[src/rtl/obuf_drain_if.sv]
// obuf_drain_if: downstream valid/ready stream carrying requantized elements.
//   data  - requantized signed element (OUT_WIDTH bits)
//   valid - data is valid
//   ready - downstream accepts; transfer when valid && ready
//   last  - marks the final element of a drain
// master modport: producer (obuf_drain). slave modport: consumer.
interface obuf_drain_if #(
    parameter int OUT_WIDTH = 8
);
    logic [OUT_WIDTH-1:0] data;
    logic                 valid;
    logic                 ready;
    logic                 last;

    modport master (output data, output valid, output last, input ready);
    modport slave  (input data, input valid, input last, output ready);
endinterface

[src/rtl/obuf_drain.sv]
// obuf_drain: read-side controller for the output accumulation buffer.
// On start it walks buffer addresses 0..DEPTH-1 over a registered read port
// (one-cycle latency), requantizes each WIDTH-bit signed partial sum to
// OUT_WIDTH bits (optional ReLU, arithmetic shift right by SHIFT, saturate)
// and streams the results on a valid/ready interface.
//
// Build option: define OBUF_DRAIN_RELU_EN to clamp negative accumulators
// to zero before shifting.
//
// Ports:
//   clk_i    - clock, rising edge
//   rst_i    - asynchronous reset, active low
//   start_i  - one-cycle drain request, ignored while busy_o
//   busy_o   - drain in progress
//   done_o   - one-cycle pulse after the last output handshake
//   raddr_o  - buffer read address (data returns next cycle)
//   rdata_i  - buffer read data for last cycle's raddr_o
//   out_if   - downstream element stream (master)
//
// state | meaning
// ------+-------------------------------------------------------------
// IDLE  | waiting for start_i; no reads issued
// DRAIN | issuing reads and streaming elements until last handshake
module obuf_drain #(
    parameter int WIDTH     = 19,
    parameter int DEPTH     = 8,
    parameter int OUT_WIDTH = 8,
    parameter int SHIFT     = 4
) (
    input  logic                     clk_i,
    input  logic                     rst_i,
    input  logic                     start_i,
    output logic                     busy_o,
    output logic                     done_o,
    output logic [$clog2(DEPTH)-1:0] raddr_o,
    input  logic [WIDTH-1:0]         rdata_i,
    obuf_drain_if.master             out_if
);
    localparam int AW        = $clog2(DEPTH);
    localparam int SAT_MAX_I = (1 << (OUT_WIDTH - 1)) - 1;
    localparam logic signed [WIDTH-1:0] SAT_MAX = WIDTH'(SAT_MAX_I);
    localparam logic signed [WIDTH-1:0] SAT_MIN = WIDTH'(-SAT_MAX_I - 1);

    typedef enum logic {ST_IDLE, ST_DRAIN} state_t;

    state_t               state_q;
    logic [AW:0]          iss_q;
    logic                 rv_q;
    logic [AW-1:0]        pa_q;
    logic [OUT_WIDTH-1:0] data_q;
    logic                 valid_q;
    logic                 last_q;
    logic                 busy_q;
    logic                 done_q;

    logic consume;
    logic issue;
    logic xfer;

    function automatic logic [OUT_WIDTH-1:0] requant(input logic [WIDTH-1:0] raw);
        logic signed [WIDTH-1:0] v;
        v = signed'(raw);
`ifdef OBUF_DRAIN_RELU_EN
        if (v < 0) v = '0;
`endif
        v = v >>> SHIFT;
        if (v > SAT_MAX) v = SAT_MAX;
        else if (v < SAT_MIN) v = SAT_MIN;
        return v[OUT_WIDTH-1:0];
    endfunction

    // The element sitting on rdata_i may move into the output register when
    // the register is empty or is being emptied this cycle.
    assign consume = rv_q && (!valid_q || out_if.ready);
    assign issue   = (state_q == ST_DRAIN) && (iss_q < (AW+1)'(DEPTH)) && (!rv_q || consume);
    assign xfer    = valid_q && out_if.ready;

    // When stalled, re-present the held element's address so the registered
    // read port keeps returning the same data.
    assign raddr_o = issue ? iss_q[AW-1:0] : pa_q;

    always_ff @(posedge clk_i or negedge rst_i) begin
        if (!rst_i) begin
            state_q <= ST_IDLE;
            iss_q   <= '0;
            rv_q    <= 1'b0;
            pa_q    <= '0;
            data_q  <= '0;
            valid_q <= 1'b0;
            last_q  <= 1'b0;
            busy_q  <= 1'b0;
            done_q  <= 1'b0;
        end else begin
            done_q <= 1'b0;

            if (consume) begin
                data_q  <= requant(rdata_i);
                valid_q <= 1'b1;
                last_q  <= (pa_q == AW'(DEPTH - 1));
            end else if (xfer) begin
                valid_q <= 1'b0;
                last_q  <= 1'b0;
            end

            if (issue) begin
                pa_q  <= iss_q[AW-1:0];
                rv_q  <= 1'b1;
                iss_q <= iss_q + 1'b1;
            end else if (consume) begin
                rv_q <= 1'b0;
            end

            case (state_q)
                ST_IDLE: begin
                    if (start_i) begin
                        state_q <= ST_DRAIN;
                        busy_q  <= 1'b1;
                        iss_q   <= '0;
                    end
                end
                ST_DRAIN: begin
                    if (xfer && last_q) begin
                        state_q <= ST_IDLE;
                        busy_q  <= 1'b0;
                        done_q  <= 1'b1;
                    end
                end
                default: state_q <= ST_IDLE;
            endcase
        end
    end

    assign busy_o       = busy_q;
    assign done_o       = done_q;
    assign out_if.data  = data_q;
    assign out_if.valid = valid_q;
    assign out_if.last  = last_q;
endmodule

[src/flat_wrapper.sv]
// flat-port wrapper written by rule: the top's interface ports become plain ports
module obuf_drain_flat 
#(
    parameter int WIDTH     = 19,
    parameter int DEPTH     = 8,
    parameter int OUT_WIDTH = 8,
    parameter int SHIFT     = 4
)
  (clk_i, rst_i, start_i, busy_o, done_o, raddr_o, rdata_i, out_if_data, out_if_valid, out_if_last, out_if_ready);
  obuf_drain_if #(.OUT_WIDTH(OUT_WIDTH)) out_if_i ();
  input  logic clk_i;
  input  logic rst_i;
  input  logic start_i;
  output logic busy_o;
  output logic done_o;
  output logic [$clog2(DEPTH)-1:0] raddr_o;
  input  logic [WIDTH-1:0] rdata_i;
  output wire logic [$bits(out_if_i.data)-1:0] out_if_data;
  output wire logic [$bits(out_if_i.valid)-1:0] out_if_valid;
  output wire logic [$bits(out_if_i.last)-1:0] out_if_last;
  input wire logic [$bits(out_if_i.ready)-1:0] out_if_ready;
  assign out_if_data = out_if_i.data;
  assign out_if_valid = out_if_i.valid;
  assign out_if_last = out_if_i.last;
  assign out_if_i.ready = out_if_ready;
  obuf_drain #(.WIDTH(WIDTH), .DEPTH(DEPTH), .OUT_WIDTH(OUT_WIDTH), .SHIFT(SHIFT)) u_core (.clk_i(clk_i), .rst_i(rst_i), .start_i(start_i), .busy_o(busy_o), .done_o(done_o), .raddr_o(raddr_o), .rdata_i(rdata_i), .out_if(out_if_i));
endmodule
[config.mk]
export PLATFORM = sky130hd
export DESIGN_NAME = obuf_drain_flat
export DESIGN_NICKNAME = d
export VERILOG_FILES = /design/src/rtl/obuf_drain_if.sv /design/src/rtl/obuf_drain.sv /design/src/flat_wrapper.sv
export SDC_FILE = /design/constraint.sdc
export NUM_CORES = 1
export LEC_CHECK = 0
export BUFFER_PORTS_ARGS = -buffer_cell sky130_fd_sc_hd__buf_4
export CORE_MARGIN = 4
export CORE_UTILIZATION = 30
export CTS_CLUSTER_SIZE = 10
export DETAILED_ROUTE_END_ITERATION = 16
export PLACE_DENSITY = 0.59
export REMOVE_ABC_BUFFERS = 1
export SETUP_SLACK_MARGIN = 0.2
export SYNTH_ARGS = -nofsm -noshare
export SYNTH_HDL_FRONTEND = slang
export SYNTH_SLANG_ARGS = --single-unit
[constraint.sdc]
create_clock -name clk_i -period 1.55 [get_ports clk_i]
set_clock_uncertainty 0.05 [all_clocks]
set_input_delay 0.2325 -clock clk_i [delete_from_list [all_inputs] [get_ports clk_i]]
set_output_delay 0.2325 -clock clk_i [all_outputs]
set_load 0.05 [all_outputs]
==> summary.txt <==
Floorplan
  – Core ar.: between 0.002 and 0.003 mm²
  – Starting Density: 31.9%
  – Die H: 62.4 µm
  – Die W: about 62 µm
  – Die area: 0.00390 mm²
  – FP Rows: 19
  – IO Count: 38

Clocking
  – CTS tree: yes
  – H-Tree Level Count: 1
  – CTS max path bufs: 2
  – Clk root buf: clkbuf_4
  – CTS Sinks: 21
  – CTS Buf Count: 3
  – Worst skew pair latency: 0.30 ns
  – Clk pin slew, worst setup/hold paths: 0.11 ns

Detailed routing
  – Vias: 716
  – Routed wire length: approximately 2100 µm
  – Vias per std cell: roughly 4.7
  – Antenna Nets Post-Route: 0
  – Routed wire per std cell: roughly 14 µm
  – Detailed router's first-iteration violation count: 19
  – Residual DRC: 0
  – DRT Pass-1 Iters: 3

Finish
  – Ant diodes: 0
  – Ratio of cells with drive above 1 in the final layout: 52.5%
  – Synth-to-layout area growth: 59.3%
  – NumNets Final: between 100 and 150
  – Final Non-Filler Cells: 151
  – Core Util, Final: 50.9%

Flow run
  – Max Cap Violations: 0

Synth
  – Synthesized cell area: a little under 900 µm²
  – Number of flops mapped to enable cells by yosys: 0
  – Synth Area per Inst: 12.9 µm²
  – Register area share after synthesis: ~59%
  – #FFs+latches synth: 21
  – Netlist cell types: 21
  – Top_reg_cell synth: dfrtp_1
  – Ys async rst share: 100%
  – Cells after Synth: 69
  – Warnings, synthesis: 0

GRT
  – Initial antenna violation count: 0
  – First-pass GRT wire length: 3640 µm
  – Vias in the first global route: 822
  – GR Overflow Total: 0
  – Tot GR Track Use: 11.3%
  – Largest net degree at the start of global routing: 22

Timing
  – Actual slew at the worst max-slew pin: approximately 0.33 ns
  – Setup slack after layout: -0.316 ns
  – Final min period: around 1.9 ns
  – Period utilisation layout: 120%
  – Final-report setup violation count: 3
  – Setup TNS: -0.931 ns
  – RSZ-0062 raised after global routing: yes
  – Slew Viols, Final: 0
  – FMAX: 0.536 GHz
  – Rel. slew slack: 78.1%
  – Final hold violations: 0

Place
  – Hpwl dp: 1540 µm
  – IO buf count: 33
  – Placed cells: 141
  – Placer Congestion: 0.685

Pwr
  – Leakage power: 0.681 nW
  – Pwr/cell area: 2480 mW/mm²
  – Tot Pwr: 3.51 mW
  – Maximum vdd drop: 1610 µV

Setup path
  – CP Data Arrival Time: about 1.6 ns
  – Setup CP Type: register to output port
  – Setup crit start kind: register
  – Req. time, crit path: 1.27 ns
  – Critical path fanouts, max: 5
  – CP endpoint kind: output port

Outcome
  – Status: complete, but fails checks
  – Failing checks: negative setup slack

Hold path
  – Tightest Hold Check Type: primary input to register
per-layer routing:
metal / GRT usage (%) / routed length [µm]
met3: 3.96 / 159
met2: 18.8 / 1040
met5: 0 / 0
met1: 14.4 / 902
met4: 1.59 / 8
cell usage after synthesis, types with 2 or more instances:
cell | count | area share, %
dfrtp_1 | 21 | 59
a221o_1 | 7 | 7.9
nand4_1 | 3 | 2.1
nor2b_1 | 2 | 1.4
nand2_1 | 3 | 1.3
mux2_2 | 4 | 5.1
a21oi_1 | 2 | 1.1
inv_1 | 2 | 0.85
mux2i_1 | 2 | 2.3
nand2b_1 | 5 | 3.5
nor2_1 | 8 | 3.4
state kept, by name, indices dropped and copies added, names as in the netlist:
signal	cells
u_core.busy_o	1
u_core.done_o	1
u_core.iss_q	4
u_core.out_if.data	8
u_core.out_if.last	1
u_core.out_if.valid	1
u_core.pa_q	3
u_core.rv_q	1
u_core.state_q	1
path summary, 6_finish.rpt:
check                                                     to  depth (start not counted)  slack [ns]                      start
max in group asynchronous    u_core.out_if.valid$_DFFE_PN0P_                          2        0.96                      rst_i
max                                               raddr_o[0]                          4       -0.32  u_core.iss_q[3]$_DFF_PN0_
min reg2reg                        u_core.busy_o$_DFFE_PN0P_                          2        0.47  u_core.busy_o$_DFFE_PN0P_
max reg2reg                        u_core.iss_q[1]$_DFF_PN0_                          7        0.05  u_core.iss_q[3]$_DFF_PN0_
min                        u_core.out_if.data[4]$_DFFE_PN0P_                          2        0.10                 rdata_i[8]
min in group asynchronous          u_core.iss_q[2]$_DFF_PN0_                          2        0.28                      rst_i
worst max-delay path: stages, from the launching register on:
cell and delay (ns):
dfrtp_1 0.41, nand2b_4 0.16, a21oi_4 0.21, mux2_4 0.35
buf_8 0.15
cell type report:
class	instances	area, µm²
Fill cell	254	1370
Multi-Input combinational cell	47	439
Inverter	2	7.51
Sequential cell	21	526
Tap cell	31	38.8
Clock buffer	4	26.3
Timing Repair Buffer	46	378
per-stage QoR:
stage          setup WS (ns)  hold WS, ns  instance area (µm²)
2_1_floorplan         -0.348       -0.113                  888
3_3_place_gp          -0.148       0.0787                 1230
3_5_place_dp          -0.160       0.0831                 1230
4_1_cts               -0.343        0.101                 1360
5_1_grt               -0.398       0.0839                 1420
6_report              -0.316        0.103                 1420
kinds of logic (layout without fill, tap and decap cells):
logic type | after synthesis | count (layout) | share of synthesized area (%)
flops | 21 | 21 | 59.2
mux | 6 | 6 | 7.32
simple gates | 26 | 27 | 18.3
buf+inv | 2 | 52 | 0.845
fa+ha+maj | 1 | 1 | 1.41
compound gates | 12 | 12 | 12.0
xor+xnor | 1 | 1 | 0.986
report_power, final:
| part | total [mW] | internal, mW | switching (mW) | leakage (nW) |
|---|---|---|---|---|
| clock network | 0.260 | 0.100 | 0.159 | 0.0150 |
| logic | 2.24 | 0.959 | 1.28 | 0.421 |
| registers | 1.01 | 0.813 | 0.196 | 0.245 |
cells in the final DEF (no fill, tap or decap), types with 3 or more instances in the layout:
cell type / n
dfrtp_1: 21
buf_6: 4
nand2_1: 3
buf_4: 39
a221o_1: 7
nand4_1: 3
clkbuf_4: 3
nor2_1: 8
nand2b_1: 3
mux2_4: 3
what timing repair did:
action                     in CTS  in global routing
hold endpoints to repair       21                  0
buffers inserted                1                  3
hold buffers                    1                  0
setup endpoints to repair      15                 15
pin swaps                       2                  3
gates resized for setup        16                  5
cloned                          0                  1
(Power assumes the default switching activity.)
